--- src/rtl/multicycle_abs_subtractor_pkg.sv ---
// Shared FSM encodings and mode constants for the multicycle subtractor.
// Pure declarations: no logic, no latency, no backpressure.
package msub_pkg;

  typedef enum logic [1:0] {
    IDLE = 2'd0,
    CALC = 2'd1,
    FIX  = 2'd2
  } state_t;

  localparam logic MODE_ABS    = 1'b0;
  localparam logic MODE_SIGNED = 1'b1;

endpackage

--- src/rtl/multicycle_abs_subtractor_if.sv ---
// Start/busy/done request bus for the multicycle subtractor.
// Latency and backpressure are defined by the subtractor: start is ignored while busy.
interface multicycle_abs_subtractor_if #(
  parameter int WIDTH = 4
);
  localparam int OUT_W = 2 * WIDTH;

  logic             start;
  logic             mode;
  logic [WIDTH-1:0] a;
  logic [WIDTH-1:0] b;
  logic             busy;
  logic             done;
  logic [OUT_W-1:0] result;
  logic             neg;
  logic             zero;

  modport master (
    output start, mode, a, b,
    input  busy, done, result, neg, zero
  );

  modport slave (
    input  start, mode, a, b,
    output busy, done, result, neg, zero
  );

endinterface

--- src/rtl/multicycle_abs_subtractor_slice.sv ---
// DIGIT-bit borrow-ripple subtractor slice: d = x - y - bin, bout = borrow out.
// Purely combinational, zero latency, no backpressure.
module sub_digit_slice #(
  parameter int DIGIT = 1
) (
  input  logic [DIGIT-1:0] i_x,
  input  logic [DIGIT-1:0] i_y,
  input  logic             i_bin,
  output logic [DIGIT-1:0] o_d,
  output logic             o_bout
);

  logic w_borrow;

  always_comb begin
    w_borrow = i_bin;
    o_d      = '0;
    for (int i = 0; i < DIGIT; i++) begin
      o_d[i]   = i_x[i] ^ i_y[i] ^ w_borrow;
      w_borrow = (~i_x[i] & i_y[i]) | (~(i_x[i] ^ i_y[i]) & w_borrow);
    end
    o_bout = w_borrow;
  end

endmodule

--- src/rtl/multicycle_abs_subtractor.sv ---
// Multicycle A-B, DIGIT bits per cycle; returns |A-B| or signed A-B with neg/zero flags.
// Latency N+2 cycles start-to-done; start is ignored (not queued) while busy.
module multicycle_abs_subtractor
  import msub_pkg::*;
#(
  parameter int WIDTH = 4,
  parameter int DIGIT = 1
) (
  input  logic                         clk,
  input  logic                         rst,
  multicycle_abs_subtractor_if.slave   bus
);

  localparam int N     = WIDTH / DIGIT;
  localparam int OUT_W = 2 * WIDTH;
  localparam int CW    = (N > 1) ? $clog2(N) : 1;
  localparam logic [CW-1:0] LAST = CW'(N - 1);

  generate
    if (WIDTH < 2) begin : g_bad_width
      $error("multicycle_abs_subtractor: WIDTH must be >= 2");
    end
    if ((DIGIT < 1) || (WIDTH % DIGIT != 0)) begin : g_bad_digit
      $error("multicycle_abs_subtractor: DIGIT must divide WIDTH");
    end
  endgenerate

  state_t           r_state;
  logic [CW-1:0]    r_cnt;
  logic [WIDTH-1:0] r_a_sh;
  logic [WIDTH-1:0] r_b_sh;
  logic [WIDTH-1:0] r_diff;
  logic             r_a_msb;
  logic             r_b_msb;
  logic             r_mode;
  logic             r_borrow;
  logic             r_busy;
  logic             r_done;
  logic             r_neg;
  logic             r_zero;
  logic [OUT_W-1:0] r_result;

  logic [DIGIT-1:0] w_d;
  logic             w_bout;
  logic [WIDTH-1:0] w_diff_next;
  logic             w_t;
  logic [WIDTH-1:0] w_mag;
  logic [OUT_W-1:0] w_fix_result;

  sub_digit_slice #(.DIGIT(DIGIT)) u_slice (
    .i_x    (r_a_sh[DIGIT-1:0]),
    .i_y    (r_b_sh[DIGIT-1:0]),
    .i_bin  (r_borrow),
    .o_d    (w_d),
    .o_bout (w_bout)
  );

  // Each new digit enters at the top, so after N shifts digit 0 sits at bit 0.
  assign w_diff_next = (r_diff >> DIGIT) | (WIDTH'(w_d) << (WIDTH - DIGIT));

  // Bit WIDTH of the extended subtraction: only the extension bits and the final borrow remain.
  always_comb begin
    w_t = ((r_mode == MODE_SIGNED) ? r_a_msb : 1'b0)
        ^ ((r_mode == MODE_SIGNED) ? r_b_msb : 1'b0)
        ^ r_borrow;
    w_mag = w_t ? (~r_diff + WIDTH'(1)) : r_diff;
    if (r_mode == MODE_SIGNED) begin
      w_fix_result = {{WIDTH{w_t}}, r_diff};
    end else begin
      w_fix_result = {{WIDTH{1'b0}}, w_mag};
    end
  end

  always_ff @(posedge clk or posedge rst) begin
    if (rst) begin
      r_state  <= IDLE;
      r_cnt    <= '0;
      r_a_sh   <= '0;
      r_b_sh   <= '0;
      r_diff   <= '0;
      r_a_msb  <= 1'b0;
      r_b_msb  <= 1'b0;
      r_mode   <= MODE_ABS;
      r_borrow <= 1'b0;
      r_busy   <= 1'b0;
      r_done   <= 1'b0;
      r_neg    <= 1'b0;
      r_zero   <= 1'b0;
      r_result <= '0;
    end else begin
      r_done <= 1'b0;
      case (r_state)
        IDLE: begin
          if (bus.start) begin
            r_a_sh   <= bus.a;
            r_b_sh   <= bus.b;
            r_a_msb  <= bus.a[WIDTH-1];
            r_b_msb  <= bus.b[WIDTH-1];
            r_mode   <= bus.mode;
            r_diff   <= '0;
            r_borrow <= 1'b0;
            r_cnt    <= '0;
            r_busy   <= 1'b1;
            r_state  <= CALC;
          end
        end
        CALC: begin
          r_a_sh   <= r_a_sh >> DIGIT;
          r_b_sh   <= r_b_sh >> DIGIT;
          r_diff   <= w_diff_next;
          r_borrow <= w_bout;
          if (r_cnt == LAST) begin
            r_cnt   <= '0;
            r_state <= FIX;
          end else begin
            r_cnt <= r_cnt + CW'(1);
          end
        end
        FIX: begin
          r_result <= w_fix_result;
          r_neg    <= w_t;
          r_zero   <= (r_diff == '0) & ~w_t;
          r_done   <= 1'b1;
          r_busy   <= 1'b0;
          r_state  <= IDLE;
        end
        default: begin
          r_state <= IDLE;
          r_busy  <= 1'b0;
        end
      endcase
    end
  end

  assign bus.busy   = r_busy;
  assign bus.done   = r_done;
  assign bus.result = r_result;
  assign bus.neg    = r_neg;
  assign bus.zero   = r_zero;

endmodule

--- src/flat_wrapper.sv ---
// flat-port wrapper written by rule: the top's interface ports become plain ports
module multicycle_abs_subtractor_flat import msub_pkg::*;
#(
  parameter int WIDTH = 4,
  parameter int DIGIT = 1
)
  (clk, rst, bus_start, bus_mode, bus_a, bus_b, bus_busy, bus_done, bus_result, bus_neg, bus_zero);
  multicycle_abs_subtractor_if #(.WIDTH(WIDTH)) bus_i ();
  input  logic clk;
  input  logic rst;
  input wire logic [$bits(bus_i.start)-1:0] bus_start;
  input wire logic [$bits(bus_i.mode)-1:0] bus_mode;
  input wire logic [$bits(bus_i.a)-1:0] bus_a;
  input wire logic [$bits(bus_i.b)-1:0] bus_b;
  output wire logic [$bits(bus_i.busy)-1:0] bus_busy;
  output wire logic [$bits(bus_i.done)-1:0] bus_done;
  output wire logic [$bits(bus_i.result)-1:0] bus_result;
  output wire logic [$bits(bus_i.neg)-1:0] bus_neg;
  output wire logic [$bits(bus_i.zero)-1:0] bus_zero;
  assign bus_i.start = bus_start;
  assign bus_i.mode = bus_mode;
  assign bus_i.a = bus_a;
  assign bus_i.b = bus_b;
  assign bus_busy = bus_i.busy;
  assign bus_done = bus_i.done;
  assign bus_result = bus_i.result;
  assign bus_neg = bus_i.neg;
  assign bus_zero = bus_i.zero;
  multicycle_abs_subtractor #(.WIDTH(WIDTH), .DIGIT(DIGIT)) u_core (.clk(clk), .rst(rst), .bus(bus_i));
endmodule
--- config.mk ---
export PLATFORM = sky130hd
export DESIGN_NAME = multicycle_abs_subtractor_flat
export DESIGN_NICKNAME = d
export VERILOG_FILES = /design/src/rtl/multicycle_abs_subtractor_pkg.sv /design/src/rtl/multicycle_abs_subtractor_if.sv /design/src/rtl/multicycle_abs_subtractor_slice.sv /design/src/rtl/multicycle_abs_subtractor.sv /design/src/flat_wrapper.sv
export SDC_FILE = /design/constraint.sdc
export NUM_CORES = 1
export LEC_CHECK = 0
export ABC_CLOCK_PERIOD_IN_PS = 1100
export BUFFER_PORTS_ARGS = -buffer_cell sky130_fd_sc_hd__clkbuf_2
export CORE_UTILIZATION = 47
export DETAILED_ROUTE_END_ITERATION = 12
export PLACE_DENSITY = 0.72
export SKIP_CTS_REPAIR_TIMING = 1
export SLEW_MARGIN = 20
export SYNTH_ARGS = -nofsm -noshare
export SYNTH_HDL_FRONTEND = slang
export SYNTH_SLANG_ARGS = --single-unit
--- constraint.sdc ---
create_clock -name clk -period 1.1 [get_ports clk]
set_input_delay 0.11 -clock clk [delete_from_list [all_inputs] [get_ports clk]]
set_output_delay 0.11 -clock clk [all_outputs]
set_load 0.05 [all_outputs]
==> impl_metrics.prom, run 1 <==
# TYPE chip_impl_metric gauge
chip_impl_info{name="run_status",value="finished with violations"} 1
chip_impl_metric{name="route.detailed.drc",unit=""} 0
chip_impl_metric{name="detail_route.first_pass.iterations",unit=""} 3
chip_impl_metric{name="num_rows",unit=""} 19
chip_impl_metric{name="clk_latency_worst_skew_pair",unit="ps"} 340
chip_impl_metric{name="grt_remaining_overflow",unit=""} 0
chip_impl_metric{name="first_iter_violations",unit=""} 10
chip_impl_metric{name="maxSlewViolCount",unit=""} 0
chip_impl_metric{name="placed_cell_area",unit="um2"} 1630
chip_impl_info{name="endpoint_kind",value="primary output"} 1
chip_impl_info{name="global_route.peak_usage_layer",value="met2"} 1
chip_impl_metric{name="area_growth",unit="%"} 34.9
chip_impl_info{name="tritoncts_clock_tree",value="yes"} 1
chip_impl_metric{name="final_layout_size_suffix_gt1_share",unit="%"} 46.2
chip_impl_info{name="crit_path_start_kind",value="register"} 1
chip_impl_metric{name="cellLeakagePower",unit="nW"} 0.919
chip_impl_metric{name="die_height",unit="um"} 55.9
chip_impl_metric{name="period_share",unit="%"} 110
chip_impl_info{name="hp-class",value="in -> reg"} 1
chip_impl_metric{name="yosys_reg_bits",unit=""} 29
chip_impl_metric{name="grt_first_pass_wirelength",unit="um"} 4500
chip_impl_metric{name="clkSlewWorstSetupHoldPaths",unit="ps"} 100
chip_impl_metric{name="tightestPinTransition",unit="ps"} 365
chip_impl_metric{name="critical_path_required",unit="ps"} 990
chip_impl_metric{name="gp_routability_congestion",unit=""} 0.773
chip_impl_metric{name="drt-total-wl",unit="um"} 3020
chip_impl_metric{name="antenna_violations_before_repair",unit=""} 0
chip_impl_info{name="mostFrequentLayoutCell",value="sky130_fd_sc_hd__dfrtp_1"} 1
chip_impl_metric{name="cp.arrival",unit="ps"} 1100
chip_impl_metric{name="synth.cell_area",unit="um2"} 1370
chip_impl_info{name="failing_checks",value="negative setup slack"} 1
chip_impl_metric{name="numClockSinks",unit=""} 29
chip_impl_metric{name="yosys_top_cell_area_share",unit="%"} 53.1
chip_impl_metric{name="ios",unit=""} 24
chip_impl_metric{name="timing.final.setup_violations",unit=""} 23
chip_impl_metric{name="chipWidth",unit="um"} 55.9
chip_impl_metric{name="gr-usage-met1",unit="%"} 25.0
chip_impl_metric{name="avgRoutedWirePerCell",unit="um"} 14.8
chip_impl_metric{name="cellPowerDensity",unit="nW/um2"} 3140
chip_impl_metric{name="final.min_clock_period",unit="ps"} 1210
chip_impl_metric{name="synth_cells",unit=""} 127
chip_impl_metric{name="grt_util_met3",unit="%"} 7.67
chip_impl_metric{name="yosys.cell_types.count",unit=""} 34
chip_impl_metric{name="setup_ws",unit="ps"} -113
chip_impl_metric{name="grt_max_degree",unit=""} 30
chip_impl_metric{name="slew_headroom",unit="%"} 75.6
chip_impl_metric{name="core_region_area",unit="um2"} 2760
chip_impl_metric{name="cts_made_buffers",unit=""} 5
chip_impl_info{name="largest_cells_by_area_after_synthesis",value="sky130_fd_sc_hd__dfrtp_1 53%, sky130_fd_sc_hd__and3b_1 4.5%, sky130_fd_sc_hd__nand2_1 4.1%, sky130_fd_sc_hd__o21ai_0 4.0%, sky130_fd_sc_hd__a22o_1 3.2%"} 1
chip_impl_metric{name="worst-path-max-fanout",unit=""} 5
chip_impl_metric{name="ys_seq_area_share",unit="%"} 53.1
chip_impl_metric{name="ctsHtreeMaxLevel",unit=""} 2
chip_impl_info{name="rsz_0062_raised_after_global_routing",value="yes"} 1
chip_impl_metric{name="grtUsageTotal",unit="%"} 19.5
chip_impl_metric{name="antennaDiodeCount",unit=""} 0
chip_impl_metric{name="grt_pass1_vias",unit=""} 998
chip_impl_metric{name="vias",unit=""} 1073
chip_impl_metric{name="peakVddDrop",unit="mV"} 2.56
chip_impl_metric{name="clock_skew",unit="ps"} 11.8
chip_impl_info{name="timing.hold.worst.start",value="bus_a[3]"} 1
chip_impl_metric{name="synthesis.area_per_instance",unit="um2"} 10.8
chip_impl_metric{name="timing.final.hold_violations",unit=""} 0
chip_impl_info{name="timing.critical_path.from",value="u_core.bus.result[6]"} 1
chip_impl_metric{name="final_hpwl_dp",unit="um"} 2010
chip_impl_info{name="most_frequent_cells_in_the_layout",value="25 x sky130_fd_sc_hd__dfrtp_1, 20 x sky130_fd_sc_hd__buf_4, 15 x sky130_fd_sc_hd__nand2_1"} 1
chip_impl_metric{name="design_power_total",unit="mW"} 5.80
chip_impl_metric{name="whs",unit="ps"} 0.963
chip_impl_metric{name="synth_nets",unit=""} 142
chip_impl_info{name="root_buffer",value="sky130_fd_sc_hd__clkbuf_4"} 1
chip_impl_metric{name="cts_max_path_buffers",unit=""} 2
chip_impl_metric{name="finish.instance_area",unit="um2"} 1840
chip_impl_metric{name="synth_warnings",unit=""} 0
chip_impl_metric{name="gr-usage-met2",unit="%"} 27.9
chip_impl_info{name="synth_top_area_cell",value="sky130_fd_sc_hd__dfrtp_1"} 1
chip_impl_info{name="timing_worst_setup_path_type",value="reg -> out"} 1
chip_impl_metric{name="routed_via_density",unit=""} 5.26
chip_impl_metric{name="timing.fmax",unit="MHz"} 824
chip_impl_metric{name="antenna_violating_nets_post_route",unit=""} 0
chip_impl_metric{name="effective_utilization_at_floorplan",unit="%"} 49.6
chip_impl_metric{name="final_net_count",unit=""} 187
chip_impl_metric{name="maxcap_violations",unit=""} 0
chip_impl_metric{name="die_area",unit="um2"} 3130
chip_impl_metric{name="number_of_buffer_cells_added_on_primary_ports",unit=""} 23
chip_impl_info{name="rr_startpoint",value="u_core.r_state[0]"} 1
-- flip-flops by register name (all words and copies together) (netlist names), 2 cells and up --
register,flops
u_core.r_a_sh,4
u_core.r_state,2
u_core.r_b_sh,4
u_core.r_cnt,2
u_core.bus.result,5
u_core.r_diff,4
-- cell type report --
| type | instances | area (um2) |
|---|---|---|
| Clock buffer | 6 | 41.3 |
| Clock inverter | 2 | 10.0 |
| Fill cell | 210 | 913 |
| Inverter | 8 | 30.0 |
| Multi-Input combinational cell | 82 | 657 |
| Sequential cell | 29 | 731 |
| Tap cell | 31 | 38.8 |
| Timing Repair Buffer | 46 | 337 |
-- cell families after synthesis --
kind of cell,synth area share (%)
flops,53.1
compound gates,14.0
buf+inv,5.86
mux,3.20
simple gates,18.7
xor+xnor,1.92
fa+ha+maj,3.29
-- Yosys cell counts, drive strengths merged --
library cell and n:
a21oi 8, a22o 6, a31oi 1, and2 1, and2b 1, and3b 7, buf 8, dfrtp 29
fa 1, ha 2, inv 8, mux2 3, mux2i 1, nand2 15, nand2b 4, nand3 4
nand4 2, nor2 2, nor3 1, nor3b 3, o211ai 1, o21ai 13, o21bai 1, o31ai 1
or3 1, xnor2 2, xor2 1
-- where the power goes --
| group | switching, mW | total (mW) | internal, mW |
|---|---|---|---|
| Sequential | 0.427 | 1.96 | 1.53 |
| Combinational | 1.76 | 3.21 | 1.45 |
| Clock | 0.385 | 0.627 | 0.243 |
-- per-stage QoR --
step	worst slack, ps	utilization (%)	setup TNS [ps]	instances
after floorplan	-117	-	-427	127
after global placement	-109	59.1	-1570	191
after detailed placement	-171	59.1	-2790	191
after CTS	-195	60.9	-3470	199
after global routing	-173	66.9	-2500	204
final	-113	66.9	-1080	204
-- critical path: stages, from the launching register on --
cell,delay [ps]
sky130_fd_sc_hd__dfrtp_1,460
sky130_fd_sc_hd__buf_4,170
sky130_fd_sc_hd__buf_6,140
-- final timing paths --
kind	slack, ps	cells after the start	endpoint
worst max-delay path	-110	2	bus_result[6]
worst min-delay path	1	2	u_core.r_a_sh[3]
worst max register to register	-110	3	u_core.r_b_msb
worst min register to register	490	2	u_core.bus.result[2]
max in group asynchronous	440	4	u_core.r_state[1]
min in group asynchronous	360	4	u_core.bus.neg
-- routing by layer --
metal	up-vias	part of all wire (%)
met5	-	0
met4	0	5.0
met3	14	4.1
met2	29	47
met1	504	44
li1	526	-
Power figures use the tool's default switching activity.
==> run 2, diff against run 1 <==
CORE_MARGIN = 8   (was not set)
PLACE_DENSITY = 0.71   (was 0.72)
SYNTH_HIERARCHICAL = 1   (was not set)
==> run 2 against run 1 <==
  * Utilization decreased by 0.53 points
  * First-iteration DRC count grew to 5.8 times the previous value
  * The run still ends with negative setup slack left
  * Hold slack improved by 29 ps
  * Flip-flop and latch count stayed put
  * Synthesized cell count rose by 5.5%
  * Highest routed layer unchanged
==> impl_metrics.prom, run 2 <==
# TYPE chip_impl_metric gauge
chip_impl_info{name="synth_top_area_cell",value="sky130_fd_sc_hd__dfrtp_1"} 1
chip_impl_metric{name="maxcap_violations",unit=""} 0
chip_impl_metric{name="clock_skew",unit="ps"} 9.72
chip_impl_metric{name="antenna_violations_before_repair",unit=""} 0
chip_impl_info{name="dominantRegCellSynth",value="sky130_fd_sc_hd__dfrtp_1"} 1
chip_impl_metric{name="yosys_reg_bits",unit=""} 29
chip_impl_metric{name="ios",unit=""} 24
chip_impl_metric{name="cellLeakagePower",unit="nW"} 0.917
chip_impl_info{name="mostFrequentLayoutCell",value="sky130_fd_sc_hd__dfrtp_1"} 1
chip_impl_metric{name="number_of_buffer_cells_added_on_primary_ports",unit=""} 23
chip_impl_metric{name="timing.fmax",unit="MHz"} 793
chip_impl_info{name="failing_checks",value="negative setup slack"} 1
chip_impl_metric{name="clk_latency_worst_skew_pair",unit="ps"} 330
chip_impl_metric{name="finish.instance_area",unit="um2"} 1850
chip_impl_metric{name="design_power_total",unit="mW"} 5.71
chip_impl_metric{name="muxShareOfSynthArea",unit="%"} 3.14
chip_impl_metric{name="die_area",unit="um2"} 4960
chip_impl_metric{name="cts_made_buffers",unit=""} 5
chip_impl_metric{name="asyncSetResetFlopFracSynth",unit="%"} 100
chip_impl_metric{name="synth_simple_gate_area_share",unit="%"} 16.7
chip_impl_metric{name="final_layout_size_suffix_gt1_share",unit="%"} 40.6
chip_impl_metric{name="ys_seq_area_share",unit="%"} 52.1
chip_impl_metric{name="grt_max_degree",unit=""} 20
chip_impl_metric{name="share_comb_of_total_power",unit="%"} 55.2
chip_impl_metric{name="synthesis.area_per_instance",unit="um2"} 10.4
chip_impl_metric{name="tightestPinTransition",unit="ps"} 463
chip_impl_metric{name="numClockSinks",unit=""} 29
chip_impl_metric{name="grtUsageTotal",unit="%"} 11.7
chip_impl_info{name="crit_path_start_kind",value="register"} 1
chip_impl_metric{name="synth_compound_area_share",unit="%"} 16.8
chip_impl_metric{name="num_rows",unit=""} 19
chip_impl_metric{name="final_net_count",unit=""} 194
chip_impl_metric{name="grt_pass1_vias",unit=""} 1035
chip_impl_metric{name="swShare",unit="%"} 43.7
chip_impl_metric{name="power.share.sequential",unit="%"} 33.1
chip_impl_metric{name="worst_r2r_path_depth",unit=""} 4
chip_impl_metric{name="grt_first_pass_wirelength",unit="um"} 4790
chip_impl_info{name="most_frequent_cells_in_the_layout",value="28 x sky130_fd_sc_hd__dfrtp_1, 20 x sky130_fd_sc_hd__buf_4, 15 x sky130_fd_sc_hd__clkbuf_2"} 1
chip_impl_metric{name="placed_cell_area",unit="um2"} 1680
chip_impl_metric{name="drt-total-wl",unit="um"} 2930
chip_impl_info{name="dominant_combinational_cell_family_by_area_after_synthesis",value="compound AO/OA/AOI/OAI gates"} 1
chip_impl_info{name="endpoint_kind",value="register"} 1
chip_impl_metric{name="maxSlewViolCount",unit=""} 0
chip_impl_metric{name="fill_cells",unit=""} 206
chip_impl_info{name="run_status",value="finished with violations"} 1
chip_impl_metric{name="cp.arrival",unit="ps"} 1470
chip_impl_metric{name="ctsHtreeMaxLevel",unit=""} 2
chip_impl_metric{name="route.detailed.drc",unit=""} 0
chip_impl_info{name="largest_cells_by_area_after_synthesis",value="sky130_fd_sc_hd__dfrtp_1 52%, sky130_fd_sc_hd__a22o_1 4.4%, sky130_fd_sc_hd__o21ai_1 4.0%, sky130_fd_sc_hd__nor2b_1 3.1%, sky130_fd_sc_hd__nand2_1 3.0%"} 1
chip_impl_metric{name="power.clock.fraction",unit="%"} 11.7
chip_impl_metric{name="synth_nets",unit=""} 149
chip_impl_metric{name="yosys_top_cell_area_share",unit="%"} 52.1
chip_impl_metric{name="antenna_violating_nets_post_route",unit=""} 0
chip_impl_metric{name="internal_power_of_the_cells",unit="mW"} 3.21
chip_impl_metric{name="timing.final.hold_violations",unit=""} 0
chip_impl_metric{name="avgRoutedWirePerCell",unit="um"} 13.9
chip_impl_metric{name="peakVddDrop",unit="mV"} 2.17
chip_impl_info{name="timing_worst_setup_path_type",value="reg -> reg"} 1
chip_impl_metric{name="synth.cell_area",unit="um2"} 1390
chip_impl_metric{name="detail_route.first_pass.iterations",unit=""} 5
chip_impl_metric{name="antennaDiodeCount",unit=""} 0
chip_impl_metric{name="vias",unit=""} 1106
chip_impl_metric{name="effective_utilization_at_floorplan",unit="%"} 50.1
chip_impl_metric{name="clkSlewWorstSetupHoldPaths",unit="ps"} 90
chip_impl_metric{name="worst-path-max-fanout",unit=""} 4
chip_impl_metric{name="synth-adder-area-share",unit="%"} 3.23
chip_impl_metric{name="timing.final.setup_violations",unit=""} 18
chip_impl_info{name="root_buffer",value="sky130_fd_sc_hd__clkbuf_4"} 1
chip_impl_metric{name="cellPowerDensity",unit="nW/um2"} 3090
chip_impl_metric{name="core_region_area",unit="um2"} 2780
chip_impl_metric{name="yosys.cell_types.count",unit=""} 33
chip_impl_info{name="hp-class",value="in -> reg"} 1
chip_impl_metric{name="hold_depth",unit=""} 2
chip_impl_metric{name="synth_edf_count",unit=""} 0
chip_impl_metric{name="yosys.area_share.xor_xnor",unit="%"} 1.89
chip_impl_metric{name="critical_path_required",unit="ps"} 1310
chip_impl_metric{name="chipWidth",unit="um"} 70.4
chip_impl_metric{name="final.min_clock_period",unit="ps"} 1260
chip_impl_metric{name="die_height",unit="um"} 70.4
chip_impl_metric{name="period_share",unit="%"} 115
chip_impl_metric{name="final_hpwl_dp",unit="um"} 2140
chip_impl_metric{name="slew_headroom",unit="%"} 69.0
chip_impl_info{name="synth.top_cells.by_count",value="29 x sky130_fd_sc_hd__dfrtp_1, 11 x sky130_fd_sc_hd__nand2_1, 11 x sky130_fd_sc_hd__o21ai_1, 9 x sky130_fd_sc_hd__inv_1, 8 x sky130_fd_sc_hd__a21oi_1"} 1
chip_impl_metric{name="first_iter_violations",unit=""} 58
chip_impl_metric{name="switchingPower",unit="mW"} 2.49
chip_impl_metric{name="grt_remaining_overflow",unit=""} 0
chip_impl_metric{name="largest_reg_flops",unit=""} 5
chip_impl_info{name="synth.most_common_cell",value="sky130_fd_sc_hd__dfrtp_1"} 1
chip_impl_metric{name="synth_cells",unit=""} 134
chip_impl_metric{name="cts_max_path_buffers",unit=""} 2
chip_impl_metric{name="setup_ws",unit="ps"} -162
chip_impl_metric{name="synth_warnings",unit=""} 6
chip_impl_metric{name="area_growth",unit="%"} 32.5
chip_impl_metric{name="routed_via_density",unit=""} 5.24
chip_impl_info{name="tritoncts_clock_tree",value="yes"} 1
chip_impl_info{name="rsz_0062_raised_after_global_routing",value="yes"} 1
chip_impl_metric{name="gp_routability_congestion",unit=""} 0.848
-- run 2: worst paths after layout --
path                                      start                    to  slack [ps]
max                           u_core/r_state[1]        u_core/r_b_msb        -160
min                                    bus_mode         u_core/r_mode          30
max reg2reg                   u_core/r_state[1]        u_core/r_b_msb        -160
min reg2reg                u_core/bus.result[2]  u_core/bus.result[2]         480
max in group asynchronous                   rst       u_core/r_borrow         530
min in group asynchronous                   rst       u_core/bus.zero         310
-- run 2: metal layers --
| layer | part of all wire, % | global-route usage, % | up-vias |
|---|---|---|---|
| met2 | 46 | 17.4 | 25 |
| met4 | 0.92 | 5.58 | 0 |
| met5 | 0 | 0 | - |
| met1 | 46 | 14.1 | 524 |
| li1 | - | - | 551 |
| met3 | 7.0 | 5.23 | 6 |
-- run 2: power by group through the flow --
stage | logic (mW) | registers [mW] | clock network [mW]
after global placement | 2.85 | 1.86 | 0
final | 3.15 | 1.89 | 0.670
after floorplan | 1.54 | 2.39 | 0
after global routing | 3.42 | 1.94 | 0.732
after CTS | 2.91 | 1.86 | 0.693
after detailed placement | 2.90 | 1.88 | 0
-- run 2: cell families after synthesis --
family | Yosys count
adder cells (fa/ha/maj) | 3
flip-flops | 29
XOR/XNOR | 3
AO/OA/AOI/OAI | 37
multiplexers | 4
buffers and inverters | 18
AND/OR/NAND/NOR | 40
-- run 2: area by class of cell --
class	instances	area, um2	share of cell area [%]
clock buffers	8	58.8	3.19
well taps	31	38.8	2.10
multi-input cells	87	658	35.7
repair buffers	46	325	17.6
inverters	10	37.5	2.03
flip-flops and latches	29	727	39.4
-- run 2: critical path, stage by stage (launching register included) --
cell and delay (ps):
sky130_fd_sc_hd__dfrtp_1 430, sky130_fd_sc_hd__buf_6 140, sky130_fd_sc_hd__nor2b_4 100, sky130_fd_sc_hd__and2_4 170, sky130_fd_sc_hd__mux2_4 300
-- run 2: stage by stage --
step	setup slack (ps)	TNS, ps	instances	hold WS [ps]	utilization, %
finish	-162	-969	211	29.7	66.4
global route	-220	-2670	211	31.8	66.4
CTS	-303	-4340	209	-253	62.4
detailed placement	-293	-3790	201	100	60.3
global placement	-183	-2570	201	93.4	60.3
floorplan	-85.3	-333	134	188	-
==> run 3, diff against run 2 <==
CTS_CLUSTER_SIZE = 30   (was not set)
RECOVER_POWER = 25   (was not set)
==> run 3 against run 2 <==
  * The run still ends with negative setup slack left
  * Clock power hardly changed
  * Die area stayed put
  * Utilization is 0.14 points lower
  * Power hardly changed
  * Flip-flop and latch count stayed put
  * Sequential share of layout area is 0.080 points higher
==> impl_metrics.prom, run 3 (same netlist as run 2, synthesis figures left out) <==
# TYPE chip_impl_metric gauge
chip_impl_info{name="run_status",value="finished with violations"} 1
chip_impl_info{name="failing_checks",value="negative setup slack"} 1
chip_impl_metric{name="grtUsageTotal",unit="%"} 11.7
chip_impl_metric{name="numClockSinks",unit=""} 29
chip_impl_metric{name="swShare",unit="%"} 43.7
chip_impl_info{name="tritoncts_clock_tree",value="yes"} 1
chip_impl_metric{name="fill_cells",unit=""} 208
chip_impl_metric{name="cellPowerDensity",unit="nW/um2"} 3100
chip_impl_info{name="timing.hold.worst.start",value="bus_mode"} 1
chip_impl_metric{name="stdcell_count",unit=""} 211
chip_impl_metric{name="antenna_violating_nets_post_route",unit=""} 0
chip_impl_info{name="rsz_0062_raised_after_global_routing",value="yes"} 1
chip_impl_metric{name="tightestPinTransition",unit="ps"} 563
chip_impl_metric{name="numPlacedInstances",unit=""} 201
chip_impl_metric{name="grt_remaining_overflow",unit=""} 0
chip_impl_metric{name="antennaDiodeCount",unit=""} 0
chip_impl_metric{name="vias",unit=""} 1106
chip_impl_metric{name="switchingPower",unit="mW"} 2.49
chip_impl_metric{name="cts_max_path_buffers",unit=""} 2
chip_impl_metric{name="routed_via_density",unit=""} 5.24
chip_impl_metric{name="gp_routability_congestion",unit=""} 0.848
chip_impl_metric{name="cp.arrival",unit="ps"} 1470
chip_impl_info{name="critical_path.top_delay_family",value="flip-flops"} 1
chip_impl_info{name="hold_path_end",value="u_core/r_mode"} 1
chip_impl_metric{name="hold_depth",unit=""} 2
chip_impl_metric{name="share_comb_of_total_power",unit="%"} 55.2
chip_impl_metric{name="worst-path-max-fanout",unit=""} 4
chip_impl_metric{name="worstPathBufferInverterCount",unit=""} 1
chip_impl_metric{name="ctsHtreeMaxLevel",unit=""} 2
chip_impl_metric{name="finish.instance_area",unit="um2"} 1840
chip_impl_metric{name="antenna_violations_before_repair",unit=""} 0
chip_impl_metric{name="design_power_total",unit="mW"} 5.70
chip_impl_metric{name="grt_first_pass_wirelength",unit="um"} 4790
chip_impl_metric{name="max_stage_delay",unit="ps"} 430
chip_impl_metric{name="final_net_count",unit=""} 194
chip_impl_metric{name="timing.final.hold_violations",unit=""} 0
chip_impl_metric{name="final.min_clock_period",unit="ps"} 1260
chip_impl_metric{name="final_hpwl_dp",unit="um"} 2140
chip_impl_metric{name="power.clock.fraction",unit="%"} 11.7
chip_impl_metric{name="critical_path_required",unit="ps"} 1310
chip_impl_metric{name="first_iter_violations",unit=""} 58
chip_impl_metric{name="num_rows",unit=""} 19
chip_impl_metric{name="whs",unit="ps"} 30.8
chip_impl_metric{name="clk_latency_worst_skew_pair",unit="ps"} 330
chip_impl_metric{name="cellLeakagePower",unit="nW"} 0.913
chip_impl_metric{name="peakVddDrop",unit="mV"} 2.17
chip_impl_metric{name="ff2ff_setup_slack",unit="ps"} -160
chip_impl_metric{name="timing.fmax",unit="MHz"} 793
chip_impl_metric{name="placed_cell_area",unit="um2"} 1680
chip_impl_metric{name="maxcap_violations",unit=""} 0
chip_impl_info{name="crit-reg2reg-capture",value="u_core/r_b_msb"} 1
chip_impl_info{name="rr_startpoint",value="u_core/r_state[1]"} 1
chip_impl_info{name="root_buffer",value="sky130_fd_sc_hd__clkbuf_4"} 1
chip_impl_metric{name="period_share",unit="%"} 115
chip_impl_metric{name="internal_power_of_the_cells",unit="mW"} 3.21
chip_impl_info{name="crit_path_start_kind",value="register"} 1
chip_impl_metric{name="worst_r2r_path_depth",unit=""} 4
chip_impl_info{name="hp-class",value="in -> reg"} 1
chip_impl_metric{name="ios",unit=""} 24
chip_impl_metric{name="clock_skew",unit="ps"} 9.76
chip_impl_metric{name="avgRoutedWirePerCell",unit="um"} 13.9
chip_impl_metric{name="die_height",unit="um"} 70.4
chip_impl_metric{name="die_area",unit="um2"} 4960
chip_impl_metric{name="grt_max_degree",unit=""} 20
chip_impl_metric{name="number_of_buffer_cells_added_on_primary_ports",unit=""} 23
chip_impl_metric{name="core_region_area",unit="um2"} 2780
chip_impl_metric{name="drt-total-wl",unit="um"} 2920
chip_impl_metric{name="detail_route.first_pass.iterations",unit=""} 5
chip_impl_metric{name="clkSlewWorstSetupHoldPaths",unit="ps"} 90
chip_impl_info{name="endpoint_kind",value="register"} 1
chip_impl_metric{name="timing.final.setup_violations",unit=""} 18
chip_impl_metric{name="grt_pass1_vias",unit=""} 1035
chip_impl_metric{name="cts_made_buffers",unit=""} 5
chip_impl_metric{name="power.share.sequential",unit="%"} 33.1
chip_impl_metric{name="chipWidth",unit="um"} 70.4
chip_impl_info{name="most_frequent_cells_in_the_layout",value="28 x sky130_fd_sc_hd__dfrtp_1, 19 x sky130_fd_sc_hd__buf_4, 15 x sky130_fd_sc_hd__clkbuf_2"} 1
chip_impl_metric{name="effective_utilization_at_floorplan",unit="%"} 50.1
chip_impl_metric{name="largest_reg_flops",unit=""} 5
chip_impl_metric{name="maxSlewViolCount",unit=""} 0
chip_impl_info{name="timing_worst_setup_path_type",value="reg -> reg"} 1
chip_impl_metric{name="route.detailed.drc",unit=""} 0
chip_impl_metric{name="setup_ws",unit="ps"} -161
chip_impl_info{name="mostFrequentLayoutCell",value="sky130_fd_sc_hd__dfrtp_1"} 1
chip_impl_info{name="cpMaxStageDelayCell",value="sky130_fd_sc_hd__dfrtp_1"} 1
chip_impl_metric{name="final_layout_size_suffix_gt1_share",unit="%"} 40.0
chip_impl_metric{name="slew_headroom",unit="%"} 62.5
chip_impl_metric{name="area_growth",unit="%"} 32.3
chip_impl_info{name="cp_cell_sequence",value="buf_6 > nor2b_4 > and2_4 > mux2_4"} 1
## run 3: cell count changes in the layout (fill, tap and decap cells not counted)
cell	previous run	this run
sky130_fd_sc_hd__buf_4	20	19
sky130_fd_sc_hd__clkbuf_1	2	3
## run 3: cell type report
cell class | instances | area (um2) | share of cell area, %
Inverter | 10 | 37.5 | 2.04
Tap cell | 31 | 38.8 | 2.11
Clock buffer | 8 | 58.8 | 3.19
Timing Repair Buffer | 46 | 322 | 17.5
Sequential cell | 29 | 727 | 39.5
Multi-Input combinational cell | 87 | 658 | 35.7
## run 3: through the flow
stage | TNS [ps] | util [%] | setup WS [ps]
after floorplan | -333 | - | -85.3
after global placement | -2570 | 60.3 | -183
after detailed placement | -3790 | 60.3 | -293
after CTS | -4340 | 62.4 | -303
after global routing | -2670 | 66.2 | -220
final | -969 | 66.2 | -161
## run 3: worst max-delay path by stage
stage | from | endpoint | slack (ps) | cells after the start
2_1_floorplan | u_core/r_state[1] | u_core/r_a_msb | -90 | 3
3_3_place_gp | u_core/r_state[0] | u_core/r_b_sh[1] | -180 | 3
3_5_place_dp | u_core/r_state[1] | u_core/r_a_sh[0] | -290 | 3
4_1_cts | u_core/r_state[1] | u_core/r_a_sh[0] | -300 | 3
5_1_grt | u_core/r_state[1] | u_core/r_mode | -220 | 4
6_report | u_core/r_state[1] | u_core/r_b_msb | -160 | 4
## run 3: routing by layer
layer / vias to the layer above / routed length [um] / GRT usage (%) / share of wire (%)
li1: 551 / - / - / -
met3: 6 / 204 / 5.23 / 7.0
met1: 524 / 1340 / 14.1 / 46
met2: 25 / 1350 / 17.4 / 46
met5: - / 0 / 0 / 0
met4: 0 / 27 / 5.58 / 0.92
## run 3: power groups by stage
stage	clock (mW)	combinational, mW	sequential, mW
5_1_grt	0.732	3.42	1.94
6_report	0.670	3.15	1.89
4_1_cts	0.693	2.91	1.86
3_5_place_dp	0	2.90	1.88
3_3_place_gp	0	2.85	1.86
2_1_floorplan	0	1.54	2.39
